## src/rtl/srcnn_frame_controller.sv

```systemverilog
// srcnn_frame_controller: admits a programmed number of frames into the SRCNN core, counts its outputs and pads on abort
// Ports: clock_i/reset_ni clock and async active-low reset; start_i/frames_i/abort_i job control;
//   busy_o/done_o/aborted_o/error_o/frames_done_o status; s_* DMA pixel stream in; core_* core input
//   and output streams; m_* result stream with start-of-frame and end-of-frame sideband.
module srcnn_frame_controller #(
  parameter int Height          = 600,
  parameter int Width           = 800,
  parameter int ActivationWidth = 10,
  parameter int FrameCountWidth = 16
) (
  input  logic                         clock_i,
  input  logic                         reset_ni,
  input  logic                         start_i,
  input  logic [FrameCountWidth-1:0]   frames_i,
  input  logic                         abort_i,
  output logic                         busy_o,
  output logic                         done_o,
  output logic                         aborted_o,
  output logic                         error_o,
  output logic [FrameCountWidth-1:0]   frames_done_o,
  input  logic                         s_valid_i,
  output logic                         s_ready_o,
  input  logic [3*ActivationWidth-1:0] s_data_i,
  input  logic                         s_last_i,
  output logic                         core_valid_o,
  input  logic                         core_ready_i,
  output logic [3*ActivationWidth-1:0] core_data_o,
  input  logic                         core_valid_i,
  output logic                         core_ready_o,
  input  logic [3*ActivationWidth-1:0] core_data_i,
  output logic                         m_valid_o,
  input  logic                         m_ready_i,
  output logic [3*ActivationWidth-1:0] m_data_o,
  output logic                         m_sof_o,
  output logic                         m_last_o
);
  localparam int XW = (Width > 1) ? $clog2(Width) : 1;
  localparam int YW = (Height > 1) ? $clog2(Height) : 1;
  localparam int FW = FrameCountWidth;
  localparam logic [XW-1:0] XMAX = XW'(Width - 1);
  localparam logic [YW-1:0] YMAX = YW'(Height - 1);
  typedef enum logic [2:0] {IDLE, RUN, DRAIN, FLUSH, DONE} state_t;
  state_t state, state_n;
  logic [XW-1:0] in_x, in_x_n, out_x, out_x_n;
  logic [YW-1:0] in_y, in_y_n, out_y, out_y_n;
  logic [FW-1:0] in_frames, in_frames_n, out_frames, out_frames_n, target, frames_done;
  logic start_ok, in_gate, out_pass, flush, pad, abort_ok;
  logic s_hs, in_hs, out_hs, in_eol, in_eof, out_eol, out_eof;
  assign start_ok = state == IDLE && start_i && frames_i != '0;
  assign in_gate  = state == RUN && in_frames < target;
  assign out_pass = state == RUN || state == DRAIN;
  assign flush    = state == FLUSH;
  // zero padding completes the partially admitted frame so the core's line buffers stay aligned
  assign pad      = flush && (in_x != '0 || in_y != '0);
  assign s_ready_o    = in_gate & core_ready_i;
  assign core_valid_o = in_gate ? s_valid_i : pad;
  assign core_data_o  = in_gate ? s_data_i : '0;
  // while flushing, in-flight core results are accepted and dropped
  assign core_ready_o = out_pass ? m_ready_i : flush;
  assign m_valid_o    = out_pass & core_valid_i;
  assign m_data_o     = out_pass ? core_data_i : '0;
  assign m_sof_o      = m_valid_o && out_x == '0 && out_y == '0;
  assign m_last_o     = m_valid_o && out_eof;
  assign s_hs   = s_valid_i & s_ready_o;
  assign in_hs  = core_valid_o & core_ready_i;
  assign out_hs = core_valid_i & core_ready_o;
  assign in_eol  = in_x == XMAX;
  assign in_eof  = in_eol && in_y == YMAX;
  assign out_eol = out_x == XMAX;
  assign out_eof = out_eol && out_y == YMAX;
  assign in_x_n       = in_hs ? (in_eol ? '0 : in_x + 1'b1) : in_x;
  assign in_y_n       = (in_hs && in_eol) ? (in_y == YMAX ? '0 : in_y + 1'b1) : in_y;
  assign in_frames_n  = in_frames + FW'(in_hs && in_eof);
  assign out_x_n      = out_hs ? (out_eol ? '0 : out_x + 1'b1) : out_x;
  assign out_y_n      = (out_hs && out_eol) ? (out_y == YMAX ? '0 : out_y + 1'b1) : out_y;
  assign out_frames_n = out_frames + FW'(out_hs && out_eof);
  // completion outranks a same-cycle abort
  assign abort_ok = abort_i && out_pass && out_frames != target;
  assign frames_done_o = frames_done;
  always_ff @(posedge clock_i or negedge reset_ni)
    if (!reset_ni) state <= IDLE;
    else state <= state_n;
  always_comb begin
    state_n = state;
    busy_o  = state != IDLE;
    done_o  = state == DONE;
    case (state)
      IDLE:       state_n = start_ok ? RUN : IDLE;
      RUN, DRAIN: state_n = out_frames == target ? DONE :
                            abort_ok ? FLUSH :
                            (state == RUN && in_frames == target) ? DRAIN : state;
      FLUSH:      state_n = (!pad && out_frames == target) ? DONE : FLUSH;
      default:    state_n = IDLE;
    endcase
  end
  always_ff @(posedge clock_i or negedge reset_ni)
    if (!reset_ni) begin
      in_x        <= '0;
      in_y        <= '0;
      in_frames   <= '0;
      out_x       <= '0;
      out_y       <= '0;
      out_frames  <= '0;
      target      <= '0;
      frames_done <= '0;
      aborted_o   <= 1'b0;
      error_o     <= 1'b0;
    end else if (start_ok) begin
      in_x        <= '0;
      in_y        <= '0;
      in_frames   <= '0;
      out_x       <= '0;
      out_y       <= '0;
      out_frames  <= '0;
      target      <= frames_i;
      frames_done <= '0;
      aborted_o   <= 1'b0;
      error_o     <= 1'b0;
    end else begin
      in_x       <= in_x_n;
      in_y       <= in_y_n;
      in_frames  <= in_frames_n;
      out_x      <= out_x_n;
      out_y      <= out_y_n;
      out_frames <= out_frames_n;
      // the abort-cycle handshake is already folded into the *_n counters
      if (abort_ok) begin
        target    <= in_frames_n + FW'(in_x_n != '0 || in_y_n != '0);
        aborted_o <= 1'b1;
      end
      if (s_hs && s_last_i != in_eof) error_o <= 1'b1;
      if (out_pass && out_hs && out_eof) frames_done <= frames_done + 1'b1;
    end
endmodule

```

## config.mk

```make
export PLATFORM = sky130hd
export DESIGN_NAME = srcnn_frame_controller
export DESIGN_NICKNAME = d
export VERILOG_FILES = /design/src/rtl/srcnn_frame_controller.sv
export SDC_FILE = /design/constraint.sdc
export NUM_CORES = 1
export LEC_CHECK = 0
export CAP_MARGIN = 10
export CORE_ASPECT_RATIO = 1.25
export CORE_MARGIN = 5
export CORE_UTILIZATION = 45
export CTS_BUF_LIST = sky130_fd_sc_hd__clkbuf_2
export DETAILED_ROUTE_END_ITERATION = 6
export HOLD_SLACK_MARGIN = 0.15
export MAX_ROUTING_LAYER = met4
export PLACE_DENSITY = 0.74
export SKIP_CTS_REPAIR_TIMING = 1
export SKIP_LAST_GASP = 1
export SLEW_MARGIN = 25
export SYNTH_ARGS = -nofsm -noshare
export SYNTH_HDL_FRONTEND = slang
export SYNTH_SLANG_ARGS = --single-unit
```

## constraint.sdc

```tcl
create_clock -name clock_i -period 5.7 [get_ports clock_i]
set_clock_uncertainty 0.05 [all_clocks]
set_input_delay 1.71 -clock clock_i [delete_from_list [all_inputs] [get_ports clock_i]]
set_output_delay 1.71 -clock clock_i [all_outputs]
set_load 0.05 [all_outputs]
```

# Word-level counts from Yosys, hierarchy flattened
# Cells that the tools add are included.
# classes
n_reduce_logical	39
bitwise	5
eq_ne	13
muxes	32
n_lt_le_gt_ge	1
addsub	8
# op_table
cell	count
$mux 10	12
$mux 16	6
$mux 30	2
$add 16x1->16	3
$add 10x1->10 const B	4
$eq 10x10->1 const B	4
$reduce_bool 10->1	4
$eq 16x16->1	2
$logic_and 1x1->1	20
$logic_not 10->1	2
$add 16x1->16 const B	1
$lt 16x16->1	1
$ne 16x16->1	1
$reduce_bool 16->1	1
$mux 3	4
$reduce_bool 2->1	5
$pmux 3 s3	1
$mux 1	7
$eq 3x2->1 const B	2
$and 1x1->1	5
$ne 4x4->1 const B	1
$eq 3x1->1 const B	1
$eq 3x3->1 const B	1
$logic_not 3->1	1
other kinds (5)	7
# word_totals
out_inout_bits	86
word_cells	109
ff_bits	109
input_bits	85

# Logic depth before layout (Yosys ltp)
# Gate-level depths: netlist (run 1).
# depth
depth_word	12
ltp_mapped	22
ltp_nobuf	20

# Worst setup path after synthesis (run 1)
# No wires, ideal clock.
# synth_timing
kind	input-to-output
startpoint	in core_valid_i
endpoint	out m_sof_o
path_slack_ns	1.059
arrival_time_ns	2.881
path_stages	2
required_ns	3.940
cell_sequence	nand2_1 nor3_1
# synth_via
elab_chain_cells	3
# synth_rtl
item	line_no	rtl
start: declaration	28	input logic core_valid_i,
$and 1x1->1	60	assign m_valid_o = out_pass & core_valid_i;
$logic_and 1x1->1 (2 in a row)	62	assign m_sof_o = m_valid_o && out_x == '0 && out_y == '0;
end: declaration	34	output logic m_sof_o,
# No other way between the ends.

# Worst setup path after layout (run 1)
# layout_timing
startpoint	reg in_frames[7]
endpoint	out core_data_o[4]
# layout_via
elab_chain_cells	3
# layout_rtl
item	line_no	rtl
start: declaration	46	logic [FW-1:0] in_frames, in_frames_n, out_frames, out_frames_n, target, frames_done;
start signal: assignment	122	in_frames <= in_frames_n;
$lt 16x16->1	50	assign in_gate = state == RUN && in_frames < target;
$logic_and 1x1->1	50	
$mux 30	57	assign core_data_o = in_gate ? s_data_i : '0;
end: declaration	27	output logic [3*ActivationWidth-1:0] core_data_o,
# No other way between the ends.

==> metrics.txt, run 1 <==
biggest fanout along the worst timing path 9; Cell Count, Final, Fillers Out 1230; critical path data arrival time 3.58 ns; cell internal power dissipation 0.00146 W; power share of the combinational group 49.1%; number of flops mapped to enable cells by yosys 0; number of antenna violations at the first check in global routing 1; grt peak-use layer met2; terminus of the critical flop-to-flop path target[14]; most common flop cell mapped by yosys dfrtp_1; count of warnings emitted by yosys 0; CP Data Required Time 3.94 ns; cell type of the slowest stage on the worst timing path clkdlybuf4s50_1; Setup crit start kind register; total nets after synthesis 974; aggregate routed wire length 18800 um; synthesis-stage register bit count 109; count of pins on the block boundary 171; Post-Synthesis Cell Area 7310 sq um; Clock Sink Count 109; Die Wd 124 um; critical path capture point core_data_o[4]; cell-by-cell listing of the critical path ha_1, a21oi_1, nand3_1, o2bb2ai_1, nor4_4, buf_4, buf_4, and2_1, clkdlybuf4s50_1; area occupied by registers 2730 sq um; fraction of the cycle the final worst path needs 93.8%; final estimated routing congestion in global placement 0.882; footprint of the multi-input gates 4240 sq um; cell leakage power 4.14 nW; Num CTS Buffers 9; GR Overflow Total 0; biggest area consumer among synthesized cells dfrtp_1; die area 18900 sq um; time the final worst path needs with I/O delays and setup 5.34 ns; wire length of the first global-routing pass 30600 um; post-detail-place hpwl 14500 um; final count of hold timing violations 0; final routed wire length divided by cell count 15.3 um; standard cell core area 16100 sq um; share of power burned in registers 39.1%; result of the run finished, final reports clean; Util after Layout 57.6%; pins over their slew limit 0; setup tns final 0 ns; grt met2 use 33.8%; vertical extent of the die 153 um; total number of vias 6557; Max-Cap Viols 0; residual antenna-violating net count after detailed routing 0; reg2reg start in_frames[7]; cell area after layout 9260 sq um; starting density of the core 45.5%; number of buffers inserted by port buffering 170; via density per instance 5.33; via count of the first global-routing pass 6311; area fraction of the dominant cell type after synthesis 37.3%; fraction of registers with async set or reset after synthesis 100%; drt drc 0; cell row count 52; average instance area after synthesis 8.52 sq um; hold path cells 1; length in cells of the worst reg-to-reg path 21; Slew @ Worst Pin 0.873 ns; global-route track usage on met1 25.9%; TritonRoute pass-1 iters 5; critical setup path kind register to output pin; sort of element at the end of the critical path output pin; Max-slew headroom 41.6%; cell occurring most often along the worst timing path buf_4; clock root buffer clkbuf_2; Cell Count Post-Placement 1210; clock tree buffer depth 2; min-delay worst type register to register; power spent charging and discharging nets 0.00114 W; insertion delay to the later sink of the worst-skew pair 0.61 ns; Syn Inst Count 858; most area-consuming cells after synthesis dfrtp_1 (37%), xor2_1 (8.0%), and2_1 (6.0%); unrepaired setup endpoints after global routing false; switching portion of total power 43.8%; filler cell count in the final layout 1487; start point of the critical path in_frames[7]; portion of total power attributed to the clock network 11.8%; global router's overall resource usage 20.5%; CTS tree yes; Fmax achieved 187 MHz; Area growth, synth to finish 26.6%; post-synthesis cell type count 63; number of H-tree levels 3; worst hold slack 0.494 ns; Post-Place Cell Area 9150 sq um; Global Route met3 Usage 2.41%; power density over cell area 280 nW/um^2; clock-pin transition on the worst setup and hold timing paths 0.28 ns; portion of the post-synthesis area used by sequential elements 37.3%; setup violators final 0; Final nets 1124; drt initial violations 499; fraction of final layout cells sized beyond drive strength 1 4.44%; worst-case vdd ir drop 0.193 mV; pin count of the biggest net entering global routing 51; Slowest Stage Delay on Critical Path 0.80 ns; R2R Setup Slk 0.87 ns
[metrics by stage]
step	worst slack [ns]	total power, W
3_5_place_dp	0.290	0.00230
6_report	0.356	0.00260
5_1_grt	0.185	0.00277
2_1_floorplan	1.06	0.00189
4_1_cts	0.0680	0.00261
3_3_place_gp	0.384	0.00227
[worst min-delay path by stage]
stage / to / slack, ns / start
global placement: aborted_o / 0.41 / aborted_o
global route: out_y[8] / 0.51 / out_y[8]
finish: out_x[9] / 0.49 / out_x[9]
floorplan: out_y[8] / 0.42 / out_y[8]
CTS: out_y[8] / 0.49 / out_y[8]
detailed placement: aborted_o / 0.43 / aborted_o
[sequential cells by signal, indices dropped and copies added, names as in the netlist, 3 cells and up]
register,flops
out_x,10
in_frames,16
state,3
target,16
frames_done_o,16
out_y,10
in_x,10
in_y,10
out_frames,16
[kinds of logic after synthesis]
kind of cell	synth area share [%]
and+or+nand+nor	30.6
AOI/OAI and AO/OA	10.5
DFF	37.3
xor gates and xnor gates	11.0
buffers and inverters	4.72
adders and majority gates	5.30
muxes	0.547
[layer usage]
metal	share of wire, %	up-vias	wire length [um]
met5	0	-	0
met1	44	3100	8280
met3	3.7	27	689
met2	50	168	9330
li1	-	3262	-
met4	2.5	0	461
[power by group through the flow]
stage,clock [W],sequential [W],combinational (W)
final,0.000306,0.00102,0.00127
after detailed placement,0,0.00103,0.00127
after global placement,0,0.00102,0.00125
after global routing,0.000347,0.00103,0.00139
after floorplan,0,0.00100,0.000893
after CTS,0.000320,0.00101,0.00128
[placed cells by master (no fill, tap or decap), drive strengths merged, types with 2 or more instances in the layout]
cell           synthesis  final
nor4                  14     14
mux2i                  4      4
a21oi                 39     39
o21ai                 34     34
clkbuf                26     10
nand4b                 5      5
nand4                 24     24
nand3                 49     49
nor3b                  2      2
or3                    9      9
a41oi                  2      2
a221o                  4      4
nand3b                 3      3
o21a                   3      3
a22o                   2      2
xor2                  67     67
nand2                 61     61
a211oi                 3      3
or2                    4      4
inv                   35     35
clkinv                 0      6
xnor2                 25     25
o31ai                  4      4
a21o                   4      4
buf                   19     15
o211ai                 3      3
nor2b                  4      4
nor3                  15     15
and3                  30     30
nor2                 112    112
nor4b                  5      5
ha                    31     31
a22oi                  6      6
dfrtp                109    109
and4                   9      9
a31oi                  6      6
and2                  72     72
a21boi                 3      3
clkdlybuf4s50          0    169
[critical path: cells and delay by family (launching register included)]
family	cells	cell delay (ns)
buf+inv	3	1.12
flops	1	0.55
simple gates	3	0.54
fa+ha+maj	1	0.39
compound gates	2	0.37
[Yosys cell counts (all sizes together) (5+ instances only)]
cell type / number
a21oi: 39
a22oi: 6
a31oi: 6
and2: 72
and3: 30
and4: 9
buf: 19
clkbuf: 26
dfrtp: 109
ha: 31
inv: 35
nand2: 61
nand3: 49
nand4: 24
nand4b: 5
nor2: 112
nor3: 15
nor4: 14
nor4b: 5
o21ai: 34
or3: 9
xnor2: 25
xor2: 67
[layout make-up]
cell class	instances	area share, %
diodes	1	0.0270
clock buffers	10	0.541
clock inverters	6	0.324
inverters	35	1.42
multi-input cells	669	45.8
flip-flops and latches	109	29.5
well taps	216	2.92
repair buffers	184	19.5
No activity file was read; power rests on OpenSTA's default activity.
==> run 2, diff against run 1 <==
--- a/constraint.sdc
+++ b/constraint.sdc
@@ -4,2 +4,2 @@
 set_output_delay 1.71 -clock clock_i [all_outputs]
-set_load 0.05 [all_outputs]
+set_load 0.01 [all_outputs]
==> metrics.txt, run 2 (same netlist as run 1, synthesis figures left out) <==
unrepaired setup endpoints after global routing false (unchanged); reg2reg start in_frames[3] (was in_frames[7]); clock root buffer clkbuf_2 (unchanged); drt drc 0 (unchanged); Slew @ Worst Pin 0.902 ns (was 0.873 ns); Cell Count Post-Placement 1209 (was 1210); count of pins on the block boundary 171 (unchanged); Die Wd 124 um (unchanged); most frequent standard cell in the layout excluding fill and tap cells clkdlybuf4s50_1 (unchanged); Cell Count, Final, Fillers Out 1226 (was 1230); footprint of the multi-input gates 4240 sq um (unchanged); total power consumption of the routed design 0.00242 W (was 0.00260 W); Num CTS Buffers 9 (unchanged); cell row count 52 (unchanged); wire length of the first global-routing pass 30300 um (was 30600 um); launch point of the worst hold path aborted_o (was out_x[9]); post-detail-place hpwl 13900 um (was 14500 um); Area growth, synth to finish 26.9% (was 26.6%); CTS tree yes (unchanged); final routed wire length divided by cell count 15.0 um (was 15.3 um); pin count of the biggest net entering global routing 80 (was 51); setup violators final 0 (unchanged); standard cell core area 16100 sq um (unchanged); area occupied by registers 2730 sq um (unchanged); vertical extent of the die 153 um (unchanged); number of buffers inserted by port buffering 170 (unchanged); min-delay worst type register to register (unchanged); R2R Setup Slk 1.08 ns (was 0.87 ns); starting density of the core 45.5% (unchanged); filler cell count in the final layout 1473 (was 1487); aggregate routed wire length 18300 um (was 18800 um); terminus of the critical flop-to-flop path target[14] (unchanged); highest signal layer in the routed design met4 (unchanged); final estimated routing congestion in global placement 0.886 (was 0.882); Clock Sink Count 109 (unchanged); biggest fanout along the worst timing path 32 (was 9); number of H-tree levels 3 (unchanged); CP Data Required Time 3.94 ns (about the same); met3 routed wirelength 750 um (was 689 um); result of the run finished, final reports clean (unchanged); clock tree buffer depth 2 (unchanged); number of antenna violations at the first check in global routing 1 (unchanged); sort of element at the end of the critical path output pin (unchanged); time the final worst path needs with I/O delays and setup 5.16 ns (was 5.34 ns); residual antenna-violating net count after detailed routing 0 (unchanged); total number of vias 6493 (was 6557); drt initial violations 583 (was 499); endpoint with the worst hold slack aborted_o (was out_x[9]); fraction of final layout cells sized beyond drive strength 1 4.16% (was 4.44%); setup tns final 0 ns (unchanged); insertion delay to the later sink of the worst-skew pair 0.62 ns (was 0.61 ns); Max-slew headroom 39.9% (was 41.6%); worst-case vdd ir drop 0.127 mV (was 0.193 mV); clock-pin transition on the worst setup and hold timing paths 0.28 ns (about the same); critical path data arrival time 3.40 ns (was 3.58 ns); via count of the first global-routing pass 6225 (was 6311); Fmax achieved 194 MHz (was 187 MHz); fraction of the cycle the final worst path needs 90.6% (was 93.8%); Setup crit start kind register (unchanged); routed wl met2 9040 um (was 9330 um); critical setup path kind register to output pin (unchanged); via density per instance 5.30 (was 5.33); length in cells of the worst reg-to-reg path 18 (was 21); Max-Cap Viols 0 (unchanged); worst hold slack 0.475 ns (was 0.494 ns); power density over cell area 261 nW/um^2 (was 280 nW/um^2); final count of hold timing violations 0 (unchanged); cell leakage power 4.14 nW (about the same); die area 18900 sq um (unchanged); commonest cells after routing, fill and taps aside clkdlybuf4s50_1 (169), nor2_1 (112), dfrtp_1 (109) (unchanged); wire length the detailed router placed on met1 8160 um (was 8280 um); global router's overall resource usage 20.2% (was 20.5%); Final nets 1120 (was 1124); hold path cells 2 (was 1); pins over their slew limit 0 (unchanged); GR Overflow Total 0 (unchanged); TritonRoute pass-1 iters 5 (unchanged)
==> run 2: cell count changes in the layout (fill, tap and decap cells not counted) <==
cell	before	now
buf_4	15	10
buf_6	0	1
bufinv_16	0	2
clkinv_1	3	2
clkinv_4	1	0
==> run 2: cell type report <==
class	instances	share of cell area, %
clock buffer	10	0.539
timing repair buffer	180	19.2
inverter	35	1.42
sequential	109	29.4
multi-input combinational	669	45.7
antenna	1	0.0270
tap	216	2.91
clock inverter	6	0.836
==> run 2: worst max-delay path by stage <==
stage | startpoint | cells after the start | endpoint
floorplan | core_ready_i | 17 | target[14]
global placement | core_ready_i | 15 | target[14]
detailed placement | core_ready_i | 15 | target[12]
CTS | in_frames[9] | 8 | core_data_o[15]
global route | in_frames[7] | 8 | core_data_o[9]
finish | in_frames[3] | 7 | core_data_o[16]
==> run 2: layer usage <==
metal	GRT usage, %	vias up
met1	26.3	3052
met4	6.32	0
li1	-	3248
met2	32.8	168
met3	2.53	25
met5	-	-
==> run 2: critical path, cell delays in order, from the launching register on <==
cell and delay, ns:
dfrtp_1 0.56, ha_1 0.37, a21oi_1 0.27, a21boi_4 0.10, nor4_4 0.46, buf_4 0.32, and2_1 0.16, clkdlybuf4s50_1 0.54
==> run 2: stage by stage <==
step / setup WS, ns / cell area, sq um / util [%]
2_1_floorplan: 1.10 / 7310 / -
3_3_place_gp: 0.461 / 9150 / 56.9
3_5_place_dp: 0.366 / 9150 / 56.9
4_1_cts: 0.493 / 9270 / 57.7
5_1_grt: 0.308 / 9280 / 57.7
6_report: 0.538 / 9280 / 57.7
==> run 2: power breakdown <==
group	internal (W)	total [W]	switching [W]
sequential	0.000878	0.00102	0.000139
clock	0.000143	0.000392	0.000250
combinational	0.000520	0.00101	0.000492
